==> src/rtl/regfilemux.sv <==
// Register-file write-back source select shared by the decoder and the back end.
package regfilemux;

  typedef enum logic [3:0] {
    alu_out,
    br_en,
    u_imm,
    lw,
    pc_plus4,
    lb,
    lbu,
    lh,
    lhu,
    mul,
    mulh,
    div,
    rem
  } regfilemux_sel_t;

endpackage

==> src/rtl/rv32i_types.sv <==
// RV32I opcode, ALU and control-word types plus the decode-queue entry format.
package rv32i_types;

  localparam int unsigned DECODE_WIDTH_MAX = 4;

  typedef enum logic [6:0] {
    op_lui   = 7'b0110111,
    op_auipc = 7'b0010111,
    op_jal   = 7'b1101111,
    op_jalr  = 7'b1100111,
    op_br    = 7'b1100011,
    op_load  = 7'b0000011,
    op_store = 7'b0100011,
    op_imm   = 7'b0010011,
    op_reg   = 7'b0110011,
    op_csr   = 7'b1110011
  } rv32i_opcode;

  typedef enum logic [2:0] {
    alu_add = 3'b000,
    alu_sll = 3'b001,
    alu_sra = 3'b010,
    alu_sub = 3'b011,
    alu_xor = 3'b100,
    alu_srl = 3'b101,
    alu_or  = 3'b110,
    alu_and = 3'b111
  } alu_ops;

  typedef enum logic [2:0] {
    beq  = 3'b000,
    bne  = 3'b001,
    blt  = 3'b100,
    bge  = 3'b101,
    bltu = 3'b110,
    bgeu = 3'b111
  } branch_funct3_t;

  typedef enum logic {
    a1_rs1,
    a1_pc
  } alumux1_sel_t;

  typedef enum logic [2:0] {
    a2_i_imm,
    a2_u_imm,
    a2_b_imm,
    a2_s_imm,
    a2_j_imm,
    a2_rs2
  } alumux2_sel_t;

  typedef enum logic {
    cmp_rs2,
    cmp_i_imm
  } cmpmux_sel_t;

  typedef struct packed {
    rv32i_opcode                 opcode;
    logic [2:0]                  funct3;
    logic [4:0]                  rs1;
    logic [4:0]                  rs2;
    logic [4:0]                  rd;
    alu_ops                      aluop;
    branch_funct3_t              cmpop;
    alumux1_sel_t                alumux1_sel;
    alumux2_sel_t                alumux2_sel;
    cmpmux_sel_t                 cmpmux_sel;
    regfilemux::regfilemux_sel_t regfilemux_sel;
    logic                        load_regfile;
    logic                        mem_read;
    logic                        mem_write;
    logic                        multiplier_start;
    logic                        divider_start;
    logic                        rd_valid;
    logic                        commit;
  } rv32i_ctrl_word;

  typedef struct packed {
    logic [31:0]    pc;
    logic [31:0]    instr;
    rv32i_ctrl_word ctrl;
    logic           illegal;
  } decode_entry_t;

endpackage

==> src/rtl/rv32_decoder.sv <==
// Combinational RV32I instruction decoder producing a control word and illegal flag.
// RV32M_EN enables the M-extension multiply/divide encodings.
module rv32_decoder
  import rv32i_types::*;
(
  input  logic [31:0]    instr,
  output rv32i_ctrl_word ctrl,
  output logic           illegal
);

  logic [2:0] funct3;
  logic [6:0] funct7;

  assign funct3 = instr[14:12];
  assign funct7 = instr[31:25];

  always_comb begin
    ctrl        = '0;
    illegal     = 1'b0;
    ctrl.opcode = rv32i_opcode'(instr[6:0]);
    ctrl.funct3 = funct3;
    ctrl.rs1    = instr[19:15];
    ctrl.rs2    = instr[24:20];
    ctrl.rd     = instr[11:7];
    ctrl.commit = 1'b1;

    case (instr[6:0])
      op_lui: begin
        ctrl.load_regfile   = 1'b1;
        ctrl.regfilemux_sel = regfilemux::u_imm;
      end
      op_auipc: begin
        ctrl.load_regfile = 1'b1;
        ctrl.alumux1_sel  = a1_pc;
        ctrl.alumux2_sel  = a2_u_imm;
      end
      op_jal: begin
        ctrl.load_regfile   = 1'b1;
        ctrl.regfilemux_sel = regfilemux::pc_plus4;
        ctrl.alumux1_sel    = a1_pc;
        ctrl.alumux2_sel    = a2_j_imm;
      end
      op_jalr: begin
        ctrl.load_regfile   = 1'b1;
        ctrl.regfilemux_sel = regfilemux::pc_plus4;
        ctrl.alumux2_sel    = a2_i_imm;
      end
      op_br: begin
        ctrl.cmpop       = branch_funct3_t'(funct3);
        ctrl.alumux1_sel = a1_pc;
        ctrl.alumux2_sel = a2_b_imm;
      end
      op_load: begin
        ctrl.load_regfile = 1'b1;
        ctrl.mem_read     = 1'b1;
        ctrl.alumux2_sel  = a2_i_imm;
        case (funct3)
          3'b000:  ctrl.regfilemux_sel = regfilemux::lb;
          3'b001:  ctrl.regfilemux_sel = regfilemux::lh;
          3'b010:  ctrl.regfilemux_sel = regfilemux::lw;
          3'b100:  ctrl.regfilemux_sel = regfilemux::lbu;
          3'b101:  ctrl.regfilemux_sel = regfilemux::lhu;
          default: illegal = 1'b1;
        endcase
      end
      op_store: begin
        ctrl.mem_write   = 1'b1;
        ctrl.alumux2_sel = a2_s_imm;
        if (funct3 >= 3'b011) illegal = 1'b1;
      end
      op_imm: begin
        ctrl.load_regfile = 1'b1;
        ctrl.alumux2_sel  = a2_i_imm;
        ctrl.aluop        = alu_ops'(funct3);
        case (funct3)
          3'b010, 3'b011: begin
            ctrl.cmpop          = funct3[0] ? bltu : blt;
            ctrl.cmpmux_sel     = cmp_i_imm;
            ctrl.regfilemux_sel = regfilemux::br_en;
          end
          3'b001:  if (funct7 != 7'b0000000) illegal = 1'b1;
          3'b101: begin
            if (funct7 == 7'b0100000)      ctrl.aluop = alu_sra;
            else if (funct7 != 7'b0000000) illegal = 1'b1;
          end
          default: ;
        endcase
      end
      op_reg: begin
        ctrl.load_regfile = 1'b1;
        ctrl.alumux2_sel  = a2_rs2;
        ctrl.aluop        = alu_ops'(funct3);
        case (funct7)
          7'b0000000: begin
            if (funct3 == 3'b010 || funct3 == 3'b011) begin
              ctrl.cmpop          = funct3[0] ? bltu : blt;
              ctrl.cmpmux_sel     = cmp_rs2;
              ctrl.regfilemux_sel = regfilemux::br_en;
            end
          end
          7'b0100000: begin
            if (funct3 == 3'b000)      ctrl.aluop = alu_sub;
            else if (funct3 == 3'b101) ctrl.aluop = alu_sra;
            else                       illegal = 1'b1;
          end
`ifdef RV32M_EN
          7'b0000001: begin
            // funct3[2] splits the M group into multiply (0xx) and divide (1xx)
            if (funct3[2]) begin
              ctrl.divider_start  = 1'b1;
              ctrl.regfilemux_sel = funct3[1] ? regfilemux::rem : regfilemux::div;
            end else begin
              ctrl.multiplier_start = 1'b1;
              ctrl.regfilemux_sel   = (funct3 == 3'b000) ? regfilemux::mul : regfilemux::mulh;
            end
          end
`endif
          default: illegal = 1'b1;
        endcase
      end
      op_csr: ;
      default: illegal = 1'b1;
    endcase

    ctrl.rd_valid = ctrl.load_regfile;

    if (illegal) begin
      ctrl.load_regfile     = 1'b0;
      ctrl.mem_read         = 1'b0;
      ctrl.mem_write        = 1'b0;
      ctrl.multiplier_start = 1'b0;
      ctrl.divider_start    = 1'b0;
      ctrl.rd_valid         = 1'b0;
      ctrl.commit           = 1'b1;
    end
  end

endmodule

==> src/rtl/decode_queue.sv <==
// Multi-lane decode stage: decodes up to WIDTH instructions per cycle into a circular buffer
// and presents them in order to issue. RV32M_EN (in rv32_decoder) enables M-extension decode.
module decode_queue
  import rv32i_types::*;
#(
  parameter int unsigned WIDTH = 2,
  parameter int unsigned DEPTH = 8
) (
  input  logic                          clk,
  input  logic                          rst,
  input  logic                          flush,
  input  logic [WIDTH-1:0]              in_valid,
  input  logic [WIDTH-1:0][31:0]        in_instr,
  input  logic [WIDTH-1:0][31:0]        in_pc,
  output logic                          in_ready,
  output logic [WIDTH-1:0]              out_valid,
  output decode_entry_t [WIDTH-1:0]     out_entry,
  input  logic [$clog2(WIDTH+1)-1:0]    out_take
);

  localparam int unsigned PtrW  = $clog2(DEPTH);
  localparam int unsigned CntW  = $clog2(DEPTH + 1);
  localparam int unsigned TakeW = $clog2(WIDTH + 1);

  decode_entry_t                 entry_q [DEPTH];
  logic [PtrW-1:0]               head_q, head_d;
  logic [PtrW-1:0]               tail_q, tail_d;
  logic [CntW-1:0]               count_q, count_d;

  rv32i_ctrl_word [WIDTH-1:0]    dec_ctrl;
  logic [WIDTH-1:0]              dec_illegal;
  decode_entry_t [WIDTH-1:0]     wr_entry;
  logic [TakeW-1:0]              n_in;
  logic [CntW-1:0]               n_out;
  logic [CntW-1:0]               take_ext;
  logic                          run;

  for (genvar k = 0; k < WIDTH; k++) begin : g_dec
    rv32_decoder u_dec (
      .instr   (in_instr[k]),
      .ctrl    (dec_ctrl[k]),
      .illegal (dec_illegal[k])
    );

    always_comb begin
      wr_entry[k].pc      = in_pc[k];
      wr_entry[k].instr   = in_instr[k];
      wr_entry[k].ctrl    = dec_ctrl[k];
      wr_entry[k].illegal = dec_illegal[k];
    end
  end

  // Ready depends only on registered occupancy so issue never feeds back into fetch.
  assign in_ready = (CntW'(DEPTH) - count_q) >= CntW'(WIDTH);

  // Only the leading run of valid lanes is accepted.
  always_comb begin
    n_in = '0;
    run  = 1'b1;
    for (int k = 0; k < WIDTH; k++) begin
      run = run & in_valid[k];
      if (run) n_in = n_in + TakeW'(1);
    end
    if (!in_ready || flush || rst) n_in = '0;
  end

  always_comb begin
    take_ext = CntW'(out_take);
    n_out    = take_ext;
    if (n_out > count_q)        n_out = count_q;
    if (n_out > CntW'(WIDTH))   n_out = CntW'(WIDTH);
    if (flush || rst)           n_out = '0;
  end

  always_comb begin
    head_d  = head_q + PtrW'(n_out);
    tail_d  = tail_q + PtrW'(n_in);
    count_d = count_q + CntW'(n_in) - n_out;
    if (flush) begin
      head_d  = '0;
      tail_d  = '0;
      count_d = '0;
    end
  end

  always_ff @(posedge clk) begin
    if (rst) begin
      head_q  <= '0;
      tail_q  <= '0;
      count_q <= '0;
    end else begin
      head_q  <= head_d;
      tail_q  <= tail_d;
      count_q <= count_d;
    end
  end

  always_ff @(posedge clk) begin
    for (int k = 0; k < WIDTH; k++) begin
      if (TakeW'(k) < n_in) entry_q[tail_q + PtrW'(k)] <= wr_entry[k];
    end
  end

  // Invalid lanes read as zero so stale buffer contents never leak to issue.
  always_comb begin
    for (int i = 0; i < WIDTH; i++) begin
      out_valid[i] = count_q > CntW'(i);
      out_entry[i] = out_valid[i] ? entry_q[head_q + PtrW'(i)] : '0;
    end
  end

  assert property (@(posedge clk) disable iff (rst || flush) take_ext <= count_q)
    else $error("decode_queue: out_take %0d exceeds count %0d", take_ext, count_q);

endmodule

==> config.mk <==
export PLATFORM = sky130hd
export DESIGN_NAME = decode_queue
export DESIGN_NICKNAME = d
export VERILOG_FILES = /design/src/rtl/regfilemux.sv /design/src/rtl/rv32i_types.sv /design/src/rtl/rv32_decoder.sv /design/src/rtl/decode_queue.sv
export SDC_FILE = /design/constraint.sdc
export NUM_CORES = 2
export LEC_CHECK = 0
export BUFFER_PORTS_ARGS = -buffer_cell sky130_fd_sc_hd__buf_2
export CAP_MARGIN = 25
export CORE_UTILIZATION = 40
export DETAILED_ROUTE_END_ITERATION = 10
export MAX_ROUTING_LAYER = met4
export PLACE_DENSITY_LB_ADDON = 0.15
export SETUP_SLACK_MARGIN = 0.05
export SYNTH_ARGS = -nofsm -noshare
export SYNTH_HDL_FRONTEND = slang
export SYNTH_SLANG_ARGS = --single-unit
export TNS_END_PERCENT = 20
==> constraint.sdc <==
create_clock -name clk -period 26.7 [get_ports clk]
set_clock_uncertainty 0.15 [all_clocks]
set_input_delay 1.335 -clock clk [delete_from_list [all_inputs] [get_ports clk]]
set_output_delay 1.335 -clock clk [all_outputs]
set_load 0.02 [all_outputs]
==> reports/qor.yml <==
setup_path:
  crit_arrival_ps: 4330
  reg2reg_slack_ps: 21720
  crit_path_start_kind: "flop"
  cp_max_fo: 142
  slowest_stage: "buf_4"
  reg2reg_depth: 9
  worstPathCellList: "buf_12 -> buf_4 -> mux4_2 -> nand2_1 -> a21oi_1 -> buf_2"
  timing.rr.start: "count_q[1]$_SDFF_PN0_"
  crit_buf_inv: 3
  slowest_delay_ps: 920
  path_class: "reg2out"
  r2r-end: "entry_q[0][20]$_DFFE_PP_"
  required_ps: 25220
  cpLargestDelayFamily: "buffers and inverters"
  end_kind: "output pin"
global_route:
  grt.overflow.total: 0
  first_global_vias: 29700
  track_usage_pct: 28.2
  grt_max_degree: 143
  antenna_found_initial: 25
  grt_pass1_wl_mm: 206
layout:
  fin_util_pct: 44.8
  instances_no_fill: 5315
  seq_area_mm2: 0.0202
  drive_gt1_share_pct: 23.0
  fill_cells: 9447
  area_delta_synth_final_pct: 11.1
  multiInputGateArea_mm2: 0.0187
  final_nets: 4023
place:
  place.gp.congestion: 0.830
  place_inst: 5155
  port-buffer-count: 357
  dpl.hpwl_mm: 81.8
timing:
  slew_headroom_pct: 29.1
  whs_ps: 429
  min_period_over_period_pct: 21.8
  setup_viol: 0
  fin_tns_setup_ps: 0
  finalHoldViolCount: 0
  rsz0062_at_grt: "false"
  clock.fmax_ghz: 0.172
  slew_violations: 0
  tightest_slew_ps: 1060
  period_minus_slack_ps: 5820
clock_tree:
  postCtsHoldBufs: 0
  htree_num_levels: 3
  cts_buffers: 81
  clockBufferDepth: 3
  cts_tree: "built"
  clk-insertion-delay-late_ps: 640
  clk_pin_slew_ps: 60
  cts_setup_buffers: 0
  ctsResizeCount: 0
  cts_root_buf: "clkbuf_16"
  cts_sinks: 674
min_path:
  min-delay-start: "tail_q[2]$_SDFF_PN0_"
  min_path_cells: 2
  min_to: "tail_q[2]$_SDFF_PN0_"
  worstHoldPathType: "reg2reg"
synth:
  yosysTopAreaCell: "edfxtp_1"
  synth_most_common_cell: "nand2_1"
  synth_common_cells: "nand2_1 (1622), edfxtp_1 (664), mux4_2 (332)"
  ys_warn_count: 0
  syn_inst: 3835
  syn_area_mm2: 0.0410
  ys_seq_elements: 674
  syn_avg_cell_area_um2: 10.7
  ys_seq_area_share_pct: 49.1
  synthFlopType: "edfxtp_1"
  synth.distinct_cells: 66
  synth_top_area_share_pct: 48.6
  synth_area_leaders: "edfxtp_1 (49%), mux4_2 (18%), nand2_1 (15%), mux2i_1 (4.4%), buf_2 (2.0%)"
  async_flop_share_pct: 0
  synth_edf_count: 664
routing:
  dr.pass1.iters: 5
  wl_mm: 142
  dr.first_iter.drc_count: 3097
  wl_per_cell_um: 26.8
  dr_total_vias: 30200
  ant_nets: 0
  routed_via_density: 5.69
  drc_errors: 0
pwr:
  power_density_mw_per_mm2: 59.1
  leakage_nw: 17.8
  ir_drop_mv: 0.0384
  total_power_mw: 2.69
die:
  io_pins: 362
  die_w_um: 322
  rows: 117
  core_mm2: 0.102
  start_util_pct: 40.3
  die_y_um: 322
  die_area_mm2: 0.104
run:
  cap_violations: 0
run_status:
  outcome: "completed"
stage by stage:
stage | worst slack, ps | area, µm²
CTS | 20780 | 45500
finish | 20880 | 45500
floorplan | 17910 | 41000
global route | 20600 | 45500
detailed placement | 21040 | 42900
global placement | 21050 | 42900
metal layers:
metal / share of wire [%] / up-vias / GRT usage (%)
met5: 0 / - / -
li1: - / 13500 / -
met1: 40 / 15300 / 35.4
met4: 3.2 / 0 / 10.1
met3: 6.4 / 240 / 2.86
met2: 50 / 1238 / 47.3
report_power, final:
group / internal (mW) / switching [mW] / total (mW)
logic: 0.121 / 0.280 / 0.401
clock network: 0.656 / 0.455 / 1.11
registers: 1.17 / 0.00626 / 1.18
total: 1.95 / 0.741 / 2.69
cell usage in the layout (no fill, tap or decap), drive strengths merged, types with 4 or more instances in the layout:
master / instances
ha: 14
fa: 4
and2: 19
nand2b: 9
nand2: 1626
conb: 5
nor4bb: 4
dfxtp: 10
a31oi: 4
clkbuf: 102
and3: 9
diode: 18
inv: 21
buf: 411
nor2b: 5
mux4: 332
xor2: 7
a21oi: 132
nand4: 7
edfxtp: 664
a32oi: 4
o31ai: 4
clkinv: 30
xnor2: 5
o21ai: 95
mux2i: 179
nor3: 6
nor2: 150
nand3: 19
bufinv: 7
worst register-to-register path, stage by stage, from the launching register on:
cell and delay [ps]:
dfxtp_1 470, inv_1 140, ha_1 250, xor2_1 220, nand4_2 350, and3_1 300, nand2b_1 260, o31ai_4 870
buf_4 680, buf_4 810
layout make-up:
class / count / share of cell area [%]
tap: 1368 / 3.76
antenna: 18 / 0.0989
timing repair buffer: 411 / 4.94
clock buffer: 102 / 4.90
sequential: 674 / 44.3
multi-input combinational: 2682 / 41.1
clock inverter: 40 / 0.805
inverter: 20 / 0.165
cell families (layout without fill, tap and decap cells):
| group | count (synthesis) | count (layout) | synth area share (%) |
|---|---|---|---|
| and+or+nand+nor | 1874 | 1874 | 17.9 |
| DFF | 674 | 674 | 49.1 |
| muxes | 511 | 511 | 22.6 |
| buffers and inverters | 482 | 573 | 5.87 |
| AOI/OAI and AO/OA | 262 | 262 | 3.61 |
| adders and majority gates | 18 | 18 | 0.623 |
| xor gates and xnor gates | 12 | 12 | 0.256 |
| other | 2 | 23 | 0.0183 |
flip-flops by register name, indices dropped and copies added (netlist names):
signal and cells:
entry_q 664, head_q 3, tail_q 3, count_q 4
how the worst max path moves through the flow:
stage,from,endpoint,depth (start not counted)
after floorplan,flush,entry_q[0][0]$_DFFE_PP_,4
after global placement,rst,entry_q[6][64]$_DFFE_PP_,7
after detailed placement,rst,entry_q[6][64]$_DFFE_PP_,7
after CTS,head_q[0]$_SDFF_PN0_,out_entry[126],6
after global routing,head_q[0]$_SDFF_PN0_,out_entry[126],6
final,head_q[0]$_SDFF_PN0_,out_entry[126],6
No activity file was read; power rests on OpenSTA's default activity.
